==> config.mk <==
export PLATFORM = sky130hd
export DESIGN_NAME = vga_scanout
export DESIGN_NICKNAME = d
export VERILOG_FILES = /design/src/rtl/vga_pkg.sv /design/src/rtl/vga_timing_counter.sv /design/src/rtl/vga_scanout.sv
export SDC_FILE = /design/constraint.sdc
export NUM_CORES = 1
export LEC_CHECK = 0
export BUFFER_PORTS_ARGS = -buffer_cell sky130_fd_sc_hd__buf_2
export CORE_MARGIN = 4
export CORE_UTILIZATION = 54
export DETAILED_ROUTE_END_ITERATION = 7
export GPL_TIMING_DRIVEN = 0
export HOLD_SLACK_MARGIN = 0.08
export PLACE_DENSITY = 0.83
export SETUP_SLACK_MARGIN = 0.05
export SYNTH_ARGS = -nofsm -noshare
export SYNTH_HDL_FRONTEND = slang
export SYNTH_HIERARCHICAL = 1
export SYNTH_SLANG_ARGS = --single-unit
export TNS_END_PERCENT = 30
==> constraint.sdc <==
create_clock -name i_clk -period 5.5 [get_ports i_clk]
set_input_delay 0.275 -clock i_clk [delete_from_list [all_inputs] [get_ports i_clk]]
set_output_delay 0.275 -clock i_clk [all_outputs]
set_load 0.1 [all_outputs]
==> src/rtl/vga_pkg.sv <==
// Shared VGA timing constants, polarity type and frame-total helper.
package vga_pkg;

  // Asserted level of hsync / vsync.
  typedef logic sync_pol_t;

  localparam sync_pol_t SYNC_ACTIVE_LOW  = 1'b0;
  localparam sync_pol_t SYNC_ACTIVE_HIGH = 1'b1;

  // 640x480 @ 60 Hz, 25.175 MHz pixel clock.
  localparam int VGA_H_VISIBLE = 640;
  localparam int VGA_H_FRONT   = 16;
  localparam int VGA_H_SYNC    = 96;
  localparam int VGA_H_BACK    = 48;
  localparam int VGA_V_VISIBLE = 480;
  localparam int VGA_V_FRONT   = 10;
  localparam int VGA_V_SYNC    = 2;
  localparam int VGA_V_BACK    = 33;

  // Total period of one axis (pixels per line or lines per frame).
  function automatic int vga_total(input int visible, input int front,
                                   input int sync, input int back);
    return visible + front + sync + back;
  endfunction

endpackage

==> src/rtl/vga_timing_counter.sv <==
// One axis of the VGA beam: a wrapping position counter plus decoded
// visible-area, sync-window and wrap flags (all combinational from the count).
module vga_timing_counter #(
  parameter int unsigned TOTAL      = 800,
  parameter int unsigned VISIBLE    = 640,
  parameter int unsigned SYNC_START = 656,
  parameter int unsigned SYNC_LEN   = 96,
  localparam int W = (TOTAL > 1) ? $clog2(TOTAL) : 1
) (
  input  logic         i_clk,
  input  logic         i_rst,
  input  logic         i_inc,
  output logic [W-1:0] o_count,
  output logic         o_visible,
  output logic         o_sync,
  output logic         o_wrap
);

  logic [W-1:0] count_reg;
  logic [W-1:0] count_next;
  logic [31:0]  count_ext;

  assign count_ext = 32'(count_reg);
  assign o_count   = count_reg;
  assign o_wrap    = (count_ext == TOTAL - 1);
  assign o_visible = (count_ext < VISIBLE);
  assign o_sync    = (count_ext >= SYNC_START) && (count_ext < SYNC_START + SYNC_LEN);

  // Next position: advance on increment, wrapping at the last position of the period.
  always_comb begin
    count_next = count_reg;
    if (i_inc) begin
      count_next = o_wrap ? '0 : count_reg + W'(1);
    end
  end

  // Position register.
  always_ff @(posedge i_clk) begin
    if (i_rst) begin
      count_reg <= '0;
    end else begin
      count_reg <= count_next;
    end
  end

endmodule

==> src/rtl/vga_scanout.sv <==
// VGA scanout: beam timing, frame-buffer read addressing with power-of-two
// pixel replication, and one registered output stage toward the DAC.
module vga_scanout
  import vga_pkg::*;
#(
  parameter int        WordSize    = 8,
  parameter int        Rows_Bus    = 10,
  parameter int        Columns_Bus = 10,
  parameter int        SCALE_SHIFT = 0,
  parameter int        H_VISIBLE   = VGA_H_VISIBLE,
  parameter int        H_FRONT     = VGA_H_FRONT,
  parameter int        H_SYNC      = VGA_H_SYNC,
  parameter int        H_BACK      = VGA_H_BACK,
  parameter int        V_VISIBLE   = VGA_V_VISIBLE,
  parameter int        V_FRONT     = VGA_V_FRONT,
  parameter int        V_SYNC      = VGA_V_SYNC,
  parameter int        V_BACK      = VGA_V_BACK,
  parameter sync_pol_t SYNC_ACTIVE = SYNC_ACTIVE_LOW
) (
  input  logic                   i_clk,
  input  logic                   i_rst,
  input  logic                   i_pix_en,
  output logic [Rows_Bus-1:0]    o_raddr_row,
  output logic [Columns_Bus-1:0] o_raddr_col,
  input  logic [WordSize-1:0]    i_rdata,
  output logic [WordSize-1:0]    o_rgb,
  output logic                   o_de,
  output logic                   o_hsync,
  output logic                   o_vsync,
  output logic                   o_frame_start
);

  localparam int H_TOTAL = vga_total(H_VISIBLE, H_FRONT, H_SYNC, H_BACK);
  localparam int V_TOTAL = vga_total(V_VISIBLE, V_FRONT, V_SYNC, V_BACK);
  localparam int H_W     = (H_TOTAL > 1) ? $clog2(H_TOTAL) : 1;
  localparam int V_W     = (V_TOTAL > 1) ? $clog2(V_TOTAL) : 1;

  logic [H_W-1:0] h_cnt;
  logic [V_W-1:0] v_cnt;
  logic           h_visible, h_sync, h_wrap;
  logic           v_visible, v_sync, v_wrap;
  logic           v_inc;

  // Vertical axis steps once per completed line.
  assign v_inc = h_wrap & i_pix_en;

  vga_timing_counter #(
    .TOTAL     (H_TOTAL),
    .VISIBLE   (H_VISIBLE),
    .SYNC_START(H_VISIBLE + H_FRONT),
    .SYNC_LEN  (H_SYNC)
  ) u_h_counter (
    .i_clk    (i_clk),
    .i_rst    (i_rst),
    .i_inc    (i_pix_en),
    .o_count  (h_cnt),
    .o_visible(h_visible),
    .o_sync   (h_sync),
    .o_wrap   (h_wrap)
  );

  vga_timing_counter #(
    .TOTAL     (V_TOTAL),
    .VISIBLE   (V_VISIBLE),
    .SYNC_START(V_VISIBLE + V_FRONT),
    .SYNC_LEN  (V_SYNC)
  ) u_v_counter (
    .i_clk    (i_clk),
    .i_rst    (i_rst),
    .i_inc    (v_inc),
    .o_count  (v_cnt),
    .o_visible(v_visible),
    .o_sync   (v_sync),
    .o_wrap   (v_wrap)
  );

  // Buffer coordinates: screen position divided by the replication factor.
  // Upper bits beyond the address width mark positions past the buffer edge.
  logic [31:0] h_scaled, v_scaled;
  logic        visible, inbuf;

  assign h_scaled    = 32'(h_cnt) >> SCALE_SHIFT;
  assign v_scaled    = 32'(v_cnt) >> SCALE_SHIFT;
  assign o_raddr_col = h_scaled[Columns_Bus-1:0];
  assign o_raddr_row = v_scaled[Rows_Bus-1:0];

  assign visible = h_visible & v_visible;
  assign inbuf   = visible
                 & ((h_scaled >> Columns_Bus) == 32'd0)
                 & ((v_scaled >> Rows_Bus) == 32'd0);

  // Pixel blanked to black outside the buffer or outside the visible area.
  logic [WordSize-1:0] rgb_next;
  genvar gi;
  generate
    for (gi = 0; gi < WordSize; gi++) begin : g_rgb_mask
      assign rgb_next[gi] = i_rdata[gi] & inbuf;
    end
  endgenerate

  logic [WordSize-1:0] rgb_reg;
  logic                de_reg, hsync_reg, vsync_reg, frame_start_reg;

  // Output stage: one pixel tick behind the counters; holds while the enable is low.
  always_ff @(posedge i_clk) begin
    if (i_rst) begin
      rgb_reg         <= '0;
      de_reg          <= 1'b0;
      hsync_reg       <= ~SYNC_ACTIVE;
      vsync_reg       <= ~SYNC_ACTIVE;
      frame_start_reg <= 1'b0;
    end else begin
      frame_start_reg <= i_pix_en && (h_cnt == '0) && (v_cnt == '0);
      if (i_pix_en) begin
        rgb_reg   <= rgb_next;
        de_reg    <= visible;
        hsync_reg <= h_sync ? SYNC_ACTIVE : ~SYNC_ACTIVE;
        vsync_reg <= v_sync ? SYNC_ACTIVE : ~SYNC_ACTIVE;
      end
    end
  end

  assign o_rgb         = rgb_reg;
  assign o_de          = de_reg;
  assign o_hsync       = hsync_reg;
  assign o_vsync       = vsync_reg;
  assign o_frame_start = frame_start_reg;

endmodule

## Yosys cells after proc, flatten, opt, wreduce, memory -nomap -nowiden

Cells that the tools add are included.

| operators by class | value |
|---|---|
| reduce and logical (&&, ||, !) cells | 6 |
| order comparisons | 6 |
| bitwise logic cells | 10 |
| equality and inequality tests | 2 |
| add/subtract/negate cells | 2 |
| multiplexer cells | 4 |

Operators with widths:

| operator | count |
|---|---|
| $add 10x1->10 const B | 2 |
| $eq 10x10->1 const B | 2 |
| $logic_not 10->1 | 2 |
| $lt 10x10->1 const B | 2 |
| $lt 10x9->1 const B | 2 |
| $mux 10 | 2 |
| $and 1x1->1 | 10 |
| $ge 10x10->1 const B | 1 |
| $ge 10x9->1 const B | 1 |
| $logic_and 1x1->1 | 4 |
| $mux 1 | 2 |

| word-level totals | value |
|---|---|
| logic and storage cells | 37 |
| register bits after elaboration | 32 |
| output and inout port bits | 32 |

## Longest topological paths before layout

| logic depth | value |
|---|---|
| depth after elaboration | 3 |
| mapped depth | 8 |
| gate-level depth less buffers | 7 |

## Hierarchy

The synthesis kept the hierarchy.

Modules (own cells, without submodules):

| module | cells an instance | area each (sq um) | times used |
|---|---|---|---|
| vga_timing_counter (u_h_counter) | 61 | 531.8 | 1 |
| vga_timing_counter (u_v_counter) | 58 | 514.2 | 1 |
| vga_scanout | 48 | 451.7 | 1 |

## Worst setup path after synthesis

Ideal clock, no wire load.

| timing | value |
|---|---|
| kind | reg-to-reg |
| start point | register u_h_counter.count_reg[0], in the netlist u_h_counter/o_count[0] |
| end point | register u_v_counter.count_reg[8], in the netlist u_v_counter/o_count[8] |
| slack | 2.774 ns |
| clock period less this slack | 2.726 ns |
| required time | 5.430 ns |
| library setup time | 0.070 ns |
| data arrival time | 2.656 ns |
| stages on the path, launching flop included | 9 |
| cell sequence | dfxtp_1 > ha_1 > nand3_1 > nor2_1 > and2_1 > buf_4 > nand4_2 > or4_1 > a21oi_1 |

| between the ends | value |
|---|---|
| cells in the longest elaborated chain, start to end | 2 |

Ends and longest elaborated chain:

| what | RTL line | text |
|---|---|---|
| from (decl) | vga_timing_counter.sv:19 | `logic [W-1:0] count_reg;` |
| from (signal assigned) | vga_timing_counter.sv:42 | `count_reg <= count_next;` |
| $eq 10x10->1 | vga_timing_counter.sv:25 | `assign o_wrap = (count_ext == TOTAL - 1);` |
| net h_wrap | vga_scanout.sv:40 | `logic h_visible, h_sync, h_wrap;` |
| $and 1x1->1 | vga_scanout.sv:45 | `assign v_inc = h_wrap & i_pix_en;` |
| net v_inc | vga_scanout.sv:42 | `logic v_inc;` |
| to (signal assigned) | vga_timing_counter.sv:42 |  |
| to (decl) | vga_timing_counter.sv:19 |  |

The timed path passes the listed nets, and every way through them passes these cells.
A chain may end at the register's enable or synchronous reset.

## Worst setup path after layout

| timing | value |
|---|---|
| start point | register u_h_counter.count_reg[5], in the netlist u_h_counter/o_count[5] |
| end point | register u_v_counter.count_reg[7], in the netlist u_v_counter/o_count[7] |

Same word-level chain as after synthesis.

==> metrics <==
post-synthesis to final-layout area growth=21.73%; Vias=approximately 1400; leak pwr=slightly below 0.8 nW; Worst EP arrival=2.58 ns; VDD IR max=~0.24 mV; DRC=0; share of layout cells above drive strength 1=a little under a third; Slew @ Worst Pin=between 0.4 and 0.5 ns; CP bufs+invs=1; WL per Instance=approximately 15 um; most common cell after layout, fill and taps aside=buf_2; DRT iter0 DRCs=80; CP endpoint kind=register; fin util=a little under three quarters; CP top delay family=simple AND/OR/NAND/NOR gates; CP Launch Type=register; worst-path cell chain=nor4b_1 > nand3_1 > nor2_1 > and2_1 > buf_4 > nand3_2 > or4_1 > a21oi_1; routed vias/inst=between 5 and 6; worst hold margin=approximately 0.17 ns; non-filler instance count after layout=246; Post-Syn Area=roughly 1500 um^2; clock insertion delay at the later pin of the skew report=between 0.3 and 0.4 ns; Cell Rows=18; commonest non-fill, non-tap cells in the layout=buf_2, dfxtp_1, nor2_1; Pwr Density=between 200 and 300 nW/um^2; core region area=~2500 um^2; Final setup viols=0; Cells after Synth=between 150 and 200; Placed Area=~1700 um^2; DRT Wirelength=roughly 3600 um; CTS max path bufs=2; Final #Nets=between 200 and 250; antenna violations before repair=0; total die area=3667 um^2; drt pass-1 iters=4; setup_tns=0 ns; HPWL Detailed=~2600 um; hold crit path type=in -> reg; DP Worst Slack=about 3.2 ns; DRT antenna net count=0; status=complete, no violations; post-cts sizing count=0; clk sink count=32; CTS root buffer=clkbuf_4; total grt overflow=0; final clock skew=about 0.0086 ns; GR Util All Layers=approximately a fifth; Power Total=roughly 500 uW; RSZ-0062 raised after global routing=false; CP max stage delay=about 0.54 ns; fin crit share=about 42%; final hold violations=0; Mean Syn Cell Area=approximately 9.0 um^2; Ant. Diodes=0; fin crit period=roughly 2.3 ns; Post-CTS Setup Bufs=0; CTS tree=yes; Inst Count DP=between 200 and 250; # IOs=43; syn_nets=around 180; worst-path fanout max=10; fin worst setup slack=3.180 ns; Max Clk Rate=roughly 430 MHz; Yosys warning count=6; Slew Limit Fails=0; chip width=between 60 and 70 um; Crit Path Category=reg -> reg; Die Ht=60.56 um; cell area after layout=1815 um^2; setup slack, reg-to-reg=3.18 ns; Max-Cap Viols=0; total CTS buffers=5; vias in the first global route=about 1400; CP max-delay cell=or4_1; Starting Density=about three fifths; Port Buffers=42; first-pass GRT wire length=between 5000 and 6000 um; final RePlAce weighted congestion=0.8022; Worst-path clk slew=0.10 ns; WP data required=5.76 ns; largest net degree at the start of global routing=11; H-tree levels=2; Rel. slew slack=approximately two thirds; CTS Hold Buffers Added=0
[final cells by class]
type                    count  area (um^2)
multi-input cells         123        800.8
well taps                  30        37.54
plain buffers               6        31.28
clock buffers               6        41.29
fillers                   205        729.5
repair buffers             42        210.2
flip-flops and latches     32        640.6
clock inverters             2        35.03
inverters                   5        18.77
[final timing paths]
path / cells past startpoint / to / from
worst max register to register: 8 / u_v_counter/o_count[7]$_SDFFE_PP0P_ / u_h_counter/o_count[5]$_SDFFE_PP0P_
worst min register to register: 2 / o_de$_SDFFE_PP0P_ / o_de$_SDFFE_PP0P_
worst max-delay path: 8 / u_v_counter/o_count[7]$_SDFFE_PP0P_ / u_h_counter/o_count[5]$_SDFFE_PP0P_
worst min-delay path: 3 / o_rgb[1]$_SDFFE_PP0P_ / i_rdata[1]
[flip-flops by register name, indices dropped and copies added, names as in the netlist]
name,count
u_v_counter/o_count,10
o_frame_start,1
o_de,1
o_vsync,1
o_rgb,8
o_hsync,1
u_h_counter/o_count,10
[power by group]
part           switching, mW  leakage [nW]  total, mW  internal, mW
clock                 0.0775        0.0422      0.173        0.0952
combinational         0.0588         0.467     0.0737        0.0149
sequential           0.00546         0.260      0.243         0.237
total                  0.142         0.769      0.489         0.348
[per-layer routing]
| layer | vias up | global-route usage (%) | routed length [um] |
|---|---|---|---|
| met5 | - | 0 | 0 |
| met2 | 62 | 37.35 | 1744 |
| met4 | 0 | 8.359 | 65 |
| met3 | 10 | 6.809 | 281 |
| met1 | 660 | 22.82 | 1479 |
| li1 | 708 | - | - |
[worst reg2reg max path: cells and delay by family, from the launching register on]
kind	cells	cell delay, ns
buffers and inverters	1	0.15
AOI/OAI and AO/OA	1	0.15
and+or+nand+nor	6	1.53
DFF	1	0.41
Note: power is estimated with default switching activity, not from simulation.
